File: src/rtl/instruction_fetch_stage_pkg.sv
// Shared constants and types for the MIPS IF stage and IF/ID register.
package instruction_fetch_stage_pkg;

  localparam int unsigned XLEN      = 32;
  localparam int unsigned JIDX_W    = 26;
  localparam int unsigned IMM_W     = 16;
  localparam int unsigned IFID_SEL_W = 2;

  localparam logic [XLEN-1:0] NOP_WORD         = 32'h0000_0000;
  localparam logic [XLEN-1:0] PC_INCR          = 32'd4;
  localparam logic [XLEN-1:0] RESET_PC_DEFAULT = 32'h0000_0000;

  // IF/ID payload as carried down the pipe
  typedef struct packed {
    logic [XLEN-1:0] instruction;
    logic [XLEN-1:0] pc_4;
    logic            valid;
  } ifid_t;

  localparam ifid_t IFID_BUBBLE = '{instruction: NOP_WORD, pc_4: 32'h0, valid: 1'b0};

  // What the IF/ID register does on the coming edge
  typedef enum logic [IFID_SEL_W-1:0] {
    SEL_HOLD   = 2'd0,
    SEL_LOAD   = 2'd1,
    SEL_BUBBLE = 2'd2
  } ifid_sel_e;

  // Sign-extended, word-scaled branch displacement
  function automatic logic [XLEN-1:0] branch_offset(input logic [IMM_W-1:0] imm);
    return {{14{imm[IMM_W-1]}}, imm, 2'b00};
  endfunction

endpackage

File: src/rtl/instruction_fetch_stage_next_pc_select.sv
// Redirect target computation and next-PC / IF/ID select priority mux.
// FETCH_BRANCH_FLUSH_EN: when defined, the delay-slot word is squashed on a taken redirect.
module next_pc_select
  import instruction_fetch_stage_pkg::*;
(
  input  logic [31:0] pc,
  input  logic [31:0] id_pc_4,
  input  logic [15:0] branch_imm,
  input  logic        id_valid,
  input  logic        shouldStall,
  input  logic        shouldJumpOrBranch,
  input  logic        isJumpIndex,
  input  logic [25:0] jumpIndex,
  input  logic        isJumpRegister,
  input  logic [29:0] rs_word,
  input  logic        imemReady,
  output logic [31:0] next_pc_c,
  output logic [31:0] pc_4_c,
  output logic [1:0]  ifid_sel_c
);

  logic [31:0] target_c;
  logic        redirect_c;

  // Jump/branch target; a redirect only counts against a real instruction in ID
  always_comb begin
    target_c   = id_pc_4 + branch_offset(branch_imm);
    redirect_c = shouldJumpOrBranch & id_valid;
    if (isJumpIndex) begin
      target_c = {id_pc_4[31:28], jumpIndex, 2'b00};
    end else if (isJumpRegister) begin
      target_c = {rs_word, 2'b00};
    end
  end

  // Priority: stall > redirect > imem ready > bubble
  always_comb begin
    pc_4_c     = pc + PC_INCR;
    next_pc_c  = pc;
    ifid_sel_c = SEL_HOLD;
    if (shouldStall) begin
      next_pc_c  = pc;
      ifid_sel_c = SEL_HOLD;
    end else if (redirect_c) begin
      next_pc_c = target_c;
`ifdef FETCH_BRANCH_FLUSH_EN
      ifid_sel_c = SEL_BUBBLE;
`else
      ifid_sel_c = imemReady ? SEL_LOAD : SEL_BUBBLE;
`endif
    end else if (imemReady) begin
      next_pc_c  = pc_4_c;
      ifid_sel_c = SEL_LOAD;
    end else begin
      next_pc_c  = pc;
      ifid_sel_c = SEL_BUBBLE;
    end
  end

endmodule

File: src/rtl/instruction_fetch_stage.sv
// MIPS IF stage: PC register, IF/ID pipeline register and fetched-instruction counter.
// FETCH_BRANCH_FLUSH_EN: when defined, taken redirects squash the delay slot.
module instruction_fetch_stage
  import instruction_fetch_stage_pkg::*;
#(
  parameter logic [31:0] RESET_PC      = RESET_PC_DEFAULT,
  parameter int unsigned COUNTER_WIDTH = 32
) (
  input  logic                     clk,
  input  logic                     rst,
  input  logic                     shouldStall,
  input  logic                     shouldJumpOrBranch,
  input  logic                     isJumpIndex,
  input  logic [25:0]              jumpIndex,
  input  logic                     isJumpRegister,
  input  logic [31:0]              registerRs,
  output logic [31:0]              imemAddress,
  input  logic [31:0]              imemData,
  input  logic                     imemReady,
  output logic [31:0]              pc,
  output logic [31:0]              id_instruction,
  output logic [31:0]              id_pc_4,
  output logic                     id_valid,
  output logic [COUNTER_WIDTH-1:0] fetchedCount
);

  logic [31:0] next_pc_c;
  logic [31:0] pc_4_c;
  logic [1:0]  ifid_sel_c;
  ifid_t       ifid_q;
  logic        unused_rs_low;

  // JR targets are word-aligned, so the low rs bits are dropped
  assign unused_rs_low = ^registerRs[1:0];

  assign imemAddress    = pc;
  assign id_instruction = ifid_q.instruction;
  assign id_pc_4        = ifid_q.pc_4;
  assign id_valid       = ifid_q.valid;

  next_pc_select u_next_pc_select (
    .pc                 (pc),
    .id_pc_4            (ifid_q.pc_4),
    .branch_imm         (ifid_q.instruction[15:0]),
    .id_valid           (ifid_q.valid),
    .shouldStall        (shouldStall),
    .shouldJumpOrBranch (shouldJumpOrBranch),
    .isJumpIndex        (isJumpIndex),
    .jumpIndex          (jumpIndex),
    .isJumpRegister     (isJumpRegister),
    .rs_word            (registerRs[31:2]),
    .imemReady          (imemReady),
    .next_pc_c          (next_pc_c),
    .pc_4_c             (pc_4_c),
    .ifid_sel_c         (ifid_sel_c)
  );

  // PC, IF/ID and counter update
  always_ff @(posedge clk) begin
    if (rst) begin
      pc           <= RESET_PC;
      ifid_q       <= IFID_BUBBLE;
      fetchedCount <= '0;
    end else begin
      pc <= next_pc_c;
      case (ifid_sel_c)
        SEL_LOAD: begin
          ifid_q       <= '{instruction: imemData, pc_4: pc_4_c, valid: 1'b1};
          fetchedCount <= fetchedCount + COUNTER_WIDTH'(1);
        end
        SEL_BUBBLE: ifid_q <= IFID_BUBBLE;
        default:    ifid_q <= ifid_q;
      endcase
    end
  end

endmodule

File: config.mk
export PLATFORM = sky130hd
export DESIGN_NAME = instruction_fetch_stage
export DESIGN_NICKNAME = d
export VERILOG_FILES = /design/src/rtl/instruction_fetch_stage_pkg.sv /design/src/rtl/instruction_fetch_stage_next_pc_select.sv /design/src/rtl/instruction_fetch_stage.sv
export SDC_FILE = /design/constraint.sdc
export NUM_CORES = 1
export LEC_CHECK = 0
export CORE_MARGIN = 2
export CORE_UTILIZATION = 51
export CTS_CLUSTER_SIZE = 20
export DETAILED_ROUTE_END_ITERATION = 12
export MAX_ROUTING_LAYER = met4
export PLACE_DENSITY = 0.83
export SYNTH_ARGS = -nofsm -noshare
export SYNTH_HDL_FRONTEND = slang
export SYNTH_HIERARCHICAL = 1
export SYNTH_SLANG_ARGS = --single-unit
File: constraint.sdc
create_clock -name clk -period 8.2 [get_ports clk]
set_input_delay 1.64 -clock clk [delete_from_list [all_inputs] [get_ports clk]]
set_output_delay 1.64 -clock clk [all_outputs]
set_load 0.02 [all_outputs]
# After elaboration in Yosys (flattened, before gate mapping)
# Index checks and enable logic that the tools add are counted.
[totals] wordCells=22 register_bits=129 output_inout_bits=161
[classes] bitwise=2 add_sub_neg=3 n_mux=7 n_reduce_logical=3 n_eq_ne=2
[ops] cell="case mux 65 bit (2 select lines)" n=1
[ops] cell="two-way mux 32 bit" n=4
[ops] cell="adder 32 x 1 -> 32 bit (second input constant)" n=1
[ops] cell="adder 32 x 3 -> 32 bit (second input constant)" n=1
[ops] cell="adder 32 bit" n=1
[ops] cell="two-way mux 2 bit" n=2
[ops] cell="nonzero test 2 bit" n=2
[ops] cell="equality test 2 x 1 -> 1 bit (second input constant)" n=1
[ops] cell="equality test 2 bit (second input constant)" n=1
[ops] cell="AND reduction 2 bit" n=1
[ops] cell="AND 1 bit" n=1
[ops] cell="NOT 1 bit" n=1

# Longest topological paths before layout
# Gate-level depths: netlist of run 1.
[depth] ltp_word=4 depth_mapped=12

# Hierarchy
# Netlist of run 1, hierarchy kept.
[modules_own_cells] module="instruction_fetch_stage" cells_per_inst=494 area_per_inst_um2=4783.3 n_inst=1 seq_area_each_um2=2582.5
[modules_own_cells] module="next_pc_select" cells_per_inst=528 area_per_inst_um2=3374.5 n_inst=1 seq_area_each_um2=0.0

# Least setup slack after synthesis of run 1
# Ideal clock, no wire load.
[synth_path] kind="input to register" startpoint="input port shouldStall" endpoint="register fetchedCount[31]" setup_slack_ns=4.329 path_stages=11 path_buffers=4 arrival_time_ns=3.751 path_cell_list="clkbuf_1 > clkbuf_1 > clkbuf_1 > nor2_1 > inv_1 > ha_1 > and4_4 > nand4_4 > buf_6 > nor4_1 > mux2_2"
[synth_between] elab_chain_cells=2
[synth_rtl] element="from (decl)" line_no="instruction_fetch_stage.sv:11" text="input logic shouldStall,"
[synth_rtl] element="two-way mux 2 bit" line_no="instruction_fetch_stage_next_pc_select.sv:41" text="if (shouldStall) begin"
[synth_rtl] element="via ifid_sel_c[1]" line_no="instruction_fetch_stage.sv:29" text="logic [1:0] ifid_sel_c;"
[synth_rtl] element="equality test 2 x 1 -> 1 bit" line_no="instruction_fetch_stage.sv:66" text="case (ifid_sel_c)"
[synth_rtl] element="to (signal assigned)" line_no="instruction_fetch_stage.sv:69" text="fetchedCount <= fetchedCount + COUNTER_WIDTH'(1);"
[synth_rtl] element="to (decl)" line_no="instruction_fetch_stage.sv:24" text="output logic [COUNTER_WIDTH-1:0] fetchedCount"
# The timed path passes the listed nets, and every way through them passes these cells.
# A chain may end at the register's enable or synchronous reset.

# Final worst setup path of run 1
[layout_path] startpoint="input port imemReady" endpoint="register ifid_q, in the netlist id_pc_4[0]"
[layout_between] elab_chain_cells=4
[layout_rtl] element="from (decl)" line_no="instruction_fetch_stage.sv:19" text="input logic imemReady,"
[layout_rtl] element="two-way mux 2 bit (*)" line_no="instruction_fetch_stage_next_pc_select.sv:49, instruction_fetch_stage_next_pc_select.sv:51"
[layout_rtl] element="two-way mux 2 bit (*)" line_no="instruction_fetch_stage_next_pc_select.sv:41"
[layout_rtl] element="via ifid_sel_c[0]" line_no="instruction_fetch_stage.sv:29"
[layout_rtl] element="equality test 2 bit / equality test 2 x 1 -> 1 bit (equally long branches)" line_no="instruction_fetch_stage.sv:66"
[layout_rtl] element="case mux 65 bit (2 select lines) / nonzero test 2 bit (equally long branches)"
[layout_rtl] element="to (signal assigned)" line_no="instruction_fetch_stage.sv:68" text="ifid_q <= '{instruction: imemData, pc_4: pc_4_c, valid: 1'b1};"
[layout_rtl] element="to (signal assigned)" line_no="instruction_fetch_stage.sv:72" text="default: ifid_q <= ifid_q;"
[layout_rtl] element="to (decl)" line_no="instruction_fetch_stage.sv:30" text="ifid_t ifid_q;"
# Mark *: on every way through the listed nets, which the timed path passes. The rest lies on a longest branch.

==> flow_metrics.env, run 1 <==
export IMPL_grtUsageMet1_pct=41.0
export IMPL_ios=258
export IMPL_finalSetupViolCount=0
export IMPL_async_flop_share_pct=0
export IMPL_fin_setup_tns_ns=0
export IMPL_grt_max_degree=102
export IMPL_syn_area_um2=8160
export IMPL_cts_sinks=129
export IMPL_port_buffers=255
export IMPL_hpwl_um=18900
export IMPL_max_freq_mhz=222
export IMPL_firstDrtPassIters=5
export IMPL_ys_seq_area_share_pct=31.7
export IMPL_clk_pin_slew_worst_paths_ns=0.06
export IMPL_vias_per_cell=6.00
export IMPL_postCtsSetupBuffers=0
export IMPL_ir_drop_uv=145
export IMPL_clockRootBuffer="clkbuf_16"
export IMPL_wirelength_um=27500
export IMPL_busiest_layer="met2"
export IMPL_syn_to_final_growth_pct=36.5
export IMPL_cts_max_level=4
export IMPL_maxSlewViolCount=0
export IMPL_clockBufferDepth=2
export IMPL_synth_edf_count=0
export IMPL_grt_total_usage_pct=32.5
export IMPL_critical_path_required_ns=8.54
export IMPL_overflow=0
export IMPL_num_vias=8676
export IMPL_grt_pass1_vias=8124
export IMPL_drt_initial_drc_count=852
export IMPL_status="finished, final reports clean"
export IMPL_path_class="input pin to flop"
export IMPL_wl_per_cell_um=19.0
export IMPL_critPathLaunchType="input pin"
export IMPL_hp_class="flop to flop"
export IMPL_final_hold_violation_count=0
export IMPL_grt_pass1_wl_um=42200
export IMPL_ctsResizeCount=0
export IMPL_initial_utilization_pct=51.7
export IMPL_num_rows=46
export IMPL_avgSynthCellArea_um2=7.98
export IMPL_gr_usage_met3_pct=6.07
export IMPL_syn_inst=1022
export IMPL_ys_flop_type="dfxtp_1"
export IMPL_n_fill_cell=1315
export IMPL_fin_nets=1347
export IMPL_min_period_over_period_pct=55.0
export IMPL_place_gp_congestion=0.945
export IMPL_post_route_min_period_ns=4.51
export IMPL_leakage_nw=4.19
export IMPL_dieWidth_um=130
export IMPL_yosys_warnings=6
export IMPL_rsz0062_at_grt="no"
export IMPL_die_h_um=130
export IMPL_relSlewSlack_pct=23.1
export IMPL_clock_latency_ns=0.42
export IMPL_antenna_cells=0
export IMPL_dpl_instance_area_um2=10600
export IMPL_die_area_um2=17000
export IMPL_arrival_ns=4.85
export IMPL_cp_max_fo=37
export IMPL_synthesis_nets=1153
export IMPL_numCtsBuffers=17
export IMPL_drive_above_1_share_pct=5.45
export IMPL_antenna_found_initial=0
export IMPL_cts_tree="yes"
export IMPL_clock_skew_ns=0.00763
export IMPL_use_met2_pct=51.1
export IMPL_drtAntennaViolNets=0
export IMPL_endpoint_kind="flop"
export IMPL_tightest_slew_ns=1.15
export IMPL_final_area_um2=11100
export IMPL_cts_hold_buf=0
export IMPL_core_area_um2=15800
export IMPL_drc=0
export IMPL_netlist_cell_type_count=77
export IMPL_cap_violations=0
export IMPL_synth_seq_cells=129
export IMPL_fin_hold_ws_ns=0.501
export IMPL_p_per_area_nw_per_um2=154
report_power, final:
group	total (W)	internal (W)	switching [W]	leakage [nW]
clock	0.000752	0.000434	0.000318	0.277
sequential	0.000670	0.000646	0.0000238	1.05
combinational	0.000290	0.000132	0.000158	2.87
total	0.00171	0.00121	0.000500	4.19
worst max-delay path, cell delays in order:
cell,delay (ns)
clkdlybuf4s50_1,0.86
nand2b_1,0.30
inv_1,0.23
inv_1,0.07
ha_2,0.30
nor2_4,0.62
buf_4,0.54
a22oi_1,0.12
nor2_1,0.14
layer usage:
layer  share of wire (%)  wire length, µm  up-vias
met5                   0                0        -
met4                 3.3              914        0
met3                 8.5             2320       73
met2                  47            13000      440
met1                  41            11300     4085
li1                    -                -     4078
cell usage after synthesis, types with 3 or more instances:
library cell / n / area, µm²
dfxtp_1: 129 / 2580
nor2_1: 125 / 469
a21oi_1: 77 / 385
nand2_1: 77 / 289
a22oi_1: 72 / 541
o21ai_0: 62 / 310
clkbuf_1: 40 / 150
nor2b_1: 38 / 238
buf_4: 36 / 270
ha_1: 33 / 413
xnor2_1: 33 / 289
xor2_1: 30 / 263
nand3_1: 28 / 140
inv_1: 18 / 67.6
o31ai_1: 16 / 120
a21o_1: 14 / 105
nand4_1: 14 / 87.6
nor3_1: 12 / 60.1
or3_1: 12 / 75.1
or4_1: 12 / 90.1
and3_1: 10 / 62.6
o211ai_1: 10 / 75.1
and2_1: 9 / 56.3
buf_1: 8 / 30.0
mux2i_1: 8 / 80.1
a211oi_1: 7 / 52.6
a31oi_1: 6 / 37.5
and4_1: 6 / 52.6
and4_4: 5 / 56.3
nand2b_1: 5 / 31.3
o21a_1: 5 / 37.5
a221o_1: 3 / 30.0
a221oi_1: 3 / 26.3
o21ai_1: 3 / 15.0
o22ai_1: 3 / 18.8
o32ai_1: 3 / 26.3
final timing paths:
check,startpoint,end,slack [ns],cells past startpoint
max,imemReady,id_pc_4[0],3.69,9
min,fetchedCount[29],fetchedCount[29],0.50,2
max reg2reg,id_instruction[15],imemAddress[27],4.46,10
min reg2reg,fetchedCount[29],fetchedCount[29],0.50,2
registers in the layout (all words and copies together), names as in the netlist:
signal / flops
imemAddress: 32
id_valid: 1
id_pc_4: 32
fetchedCount: 32
id_instruction: 32
cell type report:
| class | count | area [µm²] | area share (%) |
|---|---|---|---|
| sequential | 129 | 2580 | 23.2 |
| timing repair buffer | 262 | 2600 | 23.3 |
| inverter | 19 | 71.3 | 0.640 |
| clock buffer | 18 | 439 | 3.94 |
| tap | 216 | 270 | 2.43 |
| multi-input combinational | 787 | 5040 | 45.2 |
| clock inverter | 14 | 143 | 1.28 |
through the flow:
stage / total power [W] / utilization [%] / worst slack (ns) / cells
after floorplan: 0.000838 / - / 4.33 / 1022
after global placement: 0.000964 / 66.9 / 3.36 / 1413
after detailed placement: 0.000968 / 66.9 / 3.32 / 1413
after CTS: 0.00172 / 70.6 / 3.74 / 1445
after global routing: 0.00177 / 70.6 / 3.45 / 1445
final: 0.00171 / 70.6 / 3.69 / 1445
layout by cell type (no fill, tap or decap), types with 14 or more instances in the layout:
master and count:
nand4_1 14, dfxtp_1 129, nand3_1 28, a21oi_1 77, nand2_1 77, ha_1 32, nor2b_1 38, clkdlybuf4s50_1 253
inv_1 18, nor2_1 124, a21o_1 14, o21ai_0 62, xor2_1 30, a22oi_1 72, xnor2_1 33, clkbuf_16 17
o31ai_1 16
logic make-up after synthesis:
| group | after synthesis | share of synthesized area, % |
|---|---|---|
| flops | 129 | 31.7 |
| xor+xnor | 63 | 6.76 |
| mux | 9 | 1.12 |
| compound gates | 309 | 25.0 |
| buf+inv | 106 | 6.73 |
| simple gates | 372 | 23.4 |
| fa+ha+maj | 34 | 5.31 |
Note: power is estimated with default switching activity, not from simulation.
==> run 2, diff against run 1 <==
--- a/config.mk
+++ b/config.mk
@@ -6,11 +6,11 @@
 export NUM_CORES = 1
 export LEC_CHECK = 0
 export CORE_MARGIN = 2
-export CORE_UTILIZATION = 51
+export CORE_UTILIZATION = 43
 export CTS_CLUSTER_SIZE = 20
 export DETAILED_ROUTE_END_ITERATION = 12
 export MAX_ROUTING_LAYER = met4
-export PLACE_DENSITY = 0.83
+export PLACE_DENSITY = 0.74
 export SYNTH_ARGS = -nofsm -noshare
 export SYNTH_HDL_FRONTEND = slang
 export SYNTH_HIERARCHICAL = 1
==> constraint.sdc (replaced) <==
create_clock -name clk -period 3.9 [get_ports clk]
set_input_delay 0.78 -clock clk [delete_from_list [all_inputs] [get_ports clk]]
set_output_delay 0.78 -clock clk [all_outputs]
set_load 0.02 [all_outputs]
==> flow_metrics.env, run 2 (synthesized netlist as in run 1, its figures left out) <==
export IMPL_status="finished, final reports clean"
export IMPL_endpoint_kind="flop"
export IMPL_cts_tree="yes"
export IMPL_port_buffers=255
export IMPL_clockRootBuffer="clkbuf_16"
export IMPL_cp_cell_sequence="ha_1, fa_1, a21oi_1, a2bb2oi_1, a221oi_2, a221oi_2, o21ai_2, a221oi_4, xnor2_1, a222oi_1, o21ai_1, nor2b_1"
export IMPL_relSlewSlack_pct=42.2
export IMPL_clockBufferDepth=2
export IMPL_rr_worst_depth=12
export IMPL_ir_drop_uv=292
export IMPL_path_depth=12
export IMPL_crit_end="imemAddress[24]"
export IMPL_hp_class="flop to flop"
export IMPL_grtUsageMet1_pct=35.6
export IMPL_drtAntennaViolNets=0
export IMPL_clock_skew_ns=0.00799
export IMPL_busiest_layer="met2"
export IMPL_clock_latency_ns=0.42
export IMPL_min_period_over_period_pct=88.4
export IMPL_postCtsSetupBuffers=0
export IMPL_cts_sinks=129
export IMPL_cap_violations=0
export IMPL_drive_above_1_share_pct=6.44
export IMPL_ios=258
export IMPL_drc=0
export IMPL_rr_endpoint="imemAddress[24]"
export IMPL_path_delay_family="compound AO/OA/AOI/OAI gates"
export IMPL_finalSetupViolCount=0
export IMPL_fin_nets=1361
export IMPL_num_rows=50
export IMPL_syn_to_final_growth_pct=38.7
export IMPL_die_area_um2=20100
export IMPL_overflow=0
export IMPL_rsz0062_at_grt="no"
export IMPL_cp_max_fo=4
export IMPL_die_h_um=142
export IMPL_tightest_slew_ns=0.867
export IMPL_power_total_w=0.00370
export IMPL_max_stage_delay_ns=0.43
export IMPL_drt_initial_drc_count=736
export IMPL_wirelength_um=28000
export IMPL_grt_total_usage_pct=27.9
export IMPL_grt_pass1_vias=7975
export IMPL_critPathLaunchType="flop"
export IMPL_leakage_nw=4.28
export IMPL_final_common_cell="clkdlybuf4s50_1"
export IMPL_ctsResizeCount=0
export IMPL_core_area_um2=18600
export IMPL_final_hold_violation_count=0
export IMPL_dieWidth_um=142
export IMPL_final_cell_mix="clkdlybuf4s50_1, dfxtp_1, nor2_1, a21oi_1, nand2_1"
export IMPL_cpMostUsedCell="a221oi_2"
export IMPL_grt_pass1_wl_um=43100
export IMPL_critPathBufInv=0
export IMPL_p_per_area_nw_per_um2=327
export IMPL_antenna_found_initial=2
export IMPL_post_route_min_period_ns=3.45
export IMPL_maxSlewViolCount=0
export IMPL_max_freq_mhz=290
export IMPL_cts_hold_buf=0
export IMPL_reg2reg_from="id_pc_4[2]"
export IMPL_firstDrtPassIters=5
export IMPL_critPathSlowestCell="fa_1"
export IMPL_wl_per_cell_um=18.9
export IMPL_rrSetupSlack_ns=0.45
export IMPL_grt_max_degree=76
export IMPL_numCtsBuffers=17
export IMPL_cts_max_level=4
export IMPL_clk_pin_slew_worst_paths_ns=0.06
export IMPL_num_vias=8625
export IMPL_arrival_ns=3.75
export IMPL_critical_path_required_ns=4.20
export IMPL_fin_setup_tns_ns=0
export IMPL_use_met2_pct=44.5
export IMPL_path_class="flop to flop"
export IMPL_hpwl_um=20300
export IMPL_initial_utilization_pct=43.8
export IMPL_gr_usage_met3_pct=4.79
export IMPL_worstSetupStartpoint="id_pc_4[2]"
export IMPL_vias_per_cell=5.84
export IMPL_place_gp_congestion=0.975
run 2: changes by cell type in the layout (fill, tap and decap cells not counted):
cell / change
inv_8: -1
clkinv_2: +2
clkbuf_8: +1
diode_2: +2
buf_4: +13
inv_6: -5
bufinv_16: +2
buf_12: +1
run 2: stage by stage:
stage               instances  cell area (µm²)  hold WS (ns)  utilization (%)  setup slack, ns
finish                   1478            11300         0.504             60.7            0.451
global route             1478            11300         0.531             60.7            0.307
CTS                      1476            11300         0.503             60.7            0.524
detailed placement       1445            10700         0.492             57.4            0.516
global placement         1445            10700         0.485             57.4            0.584
floorplan                1022             8160         0.563                -            0.828
run 2: area by class of cell:
type | count | area (µm²)
Tap cell | 234 | 293
Sequential cell | 129 | 2580
Clock inverter | 12 | 158
Clock buffer | 19 | 453
Timing Repair Buffer | 276 | 2720
Inverter | 19 | 71.3
Antenna cell | 2 | 5.00
Multi-Input combinational cell | 787 | 5040
Fill cell | 1652 | 7330
run 2: power by group:
part	switching, W	total [W]	internal (W)
combinational	0.000338	0.000628	0.000290
clock	0.000634	0.00167	0.00104
sequential	0.0000466	0.00140	0.00136
total	0.00102	0.00370	0.00269
run 2: how the worst min path moves through the flow:
stage,endpoint,cells after the start,slack (ns),startpoint
floorplan,fetchedCount[30],2,0.56,fetchedCount[30]
finish,fetchedCount[30],2,0.50,fetchedCount[30]
global placement,fetchedCount[29],2,0.48,fetchedCount[29]
CTS,fetchedCount[30],2,0.50,fetchedCount[30]
global route,id_instruction[23],2,0.53,id_instruction[23]
detailed placement,fetchedCount[30],2,0.49,fetchedCount[30]
run 2: per-layer routing:
| metal | up-vias | wire, µm |
|---|---|---|
| li1 | 4114 | - |
| met1 | 4094 | 12000 |
| met2 | 361 | 13000 |
| met3 | 56 | 2170 |
| met4 | 0 | 803 |
| met5 | - | 0 |
run 2: worst register-to-register path: stages (launching register included):
cell and delay (ns):
dfxtp_1 0.32, ha_1 0.25, fa_1 0.43, a21oi_1 0.23, a2bb2oi_1 0.32, a221oi_2 0.16
a221oi_2 0.41, o21ai_2 0.16, a221oi_4 0.36, xnor2_1 0.16, a222oi_1 0.31, o21ai_1 0.08
nor2b_1 0.13
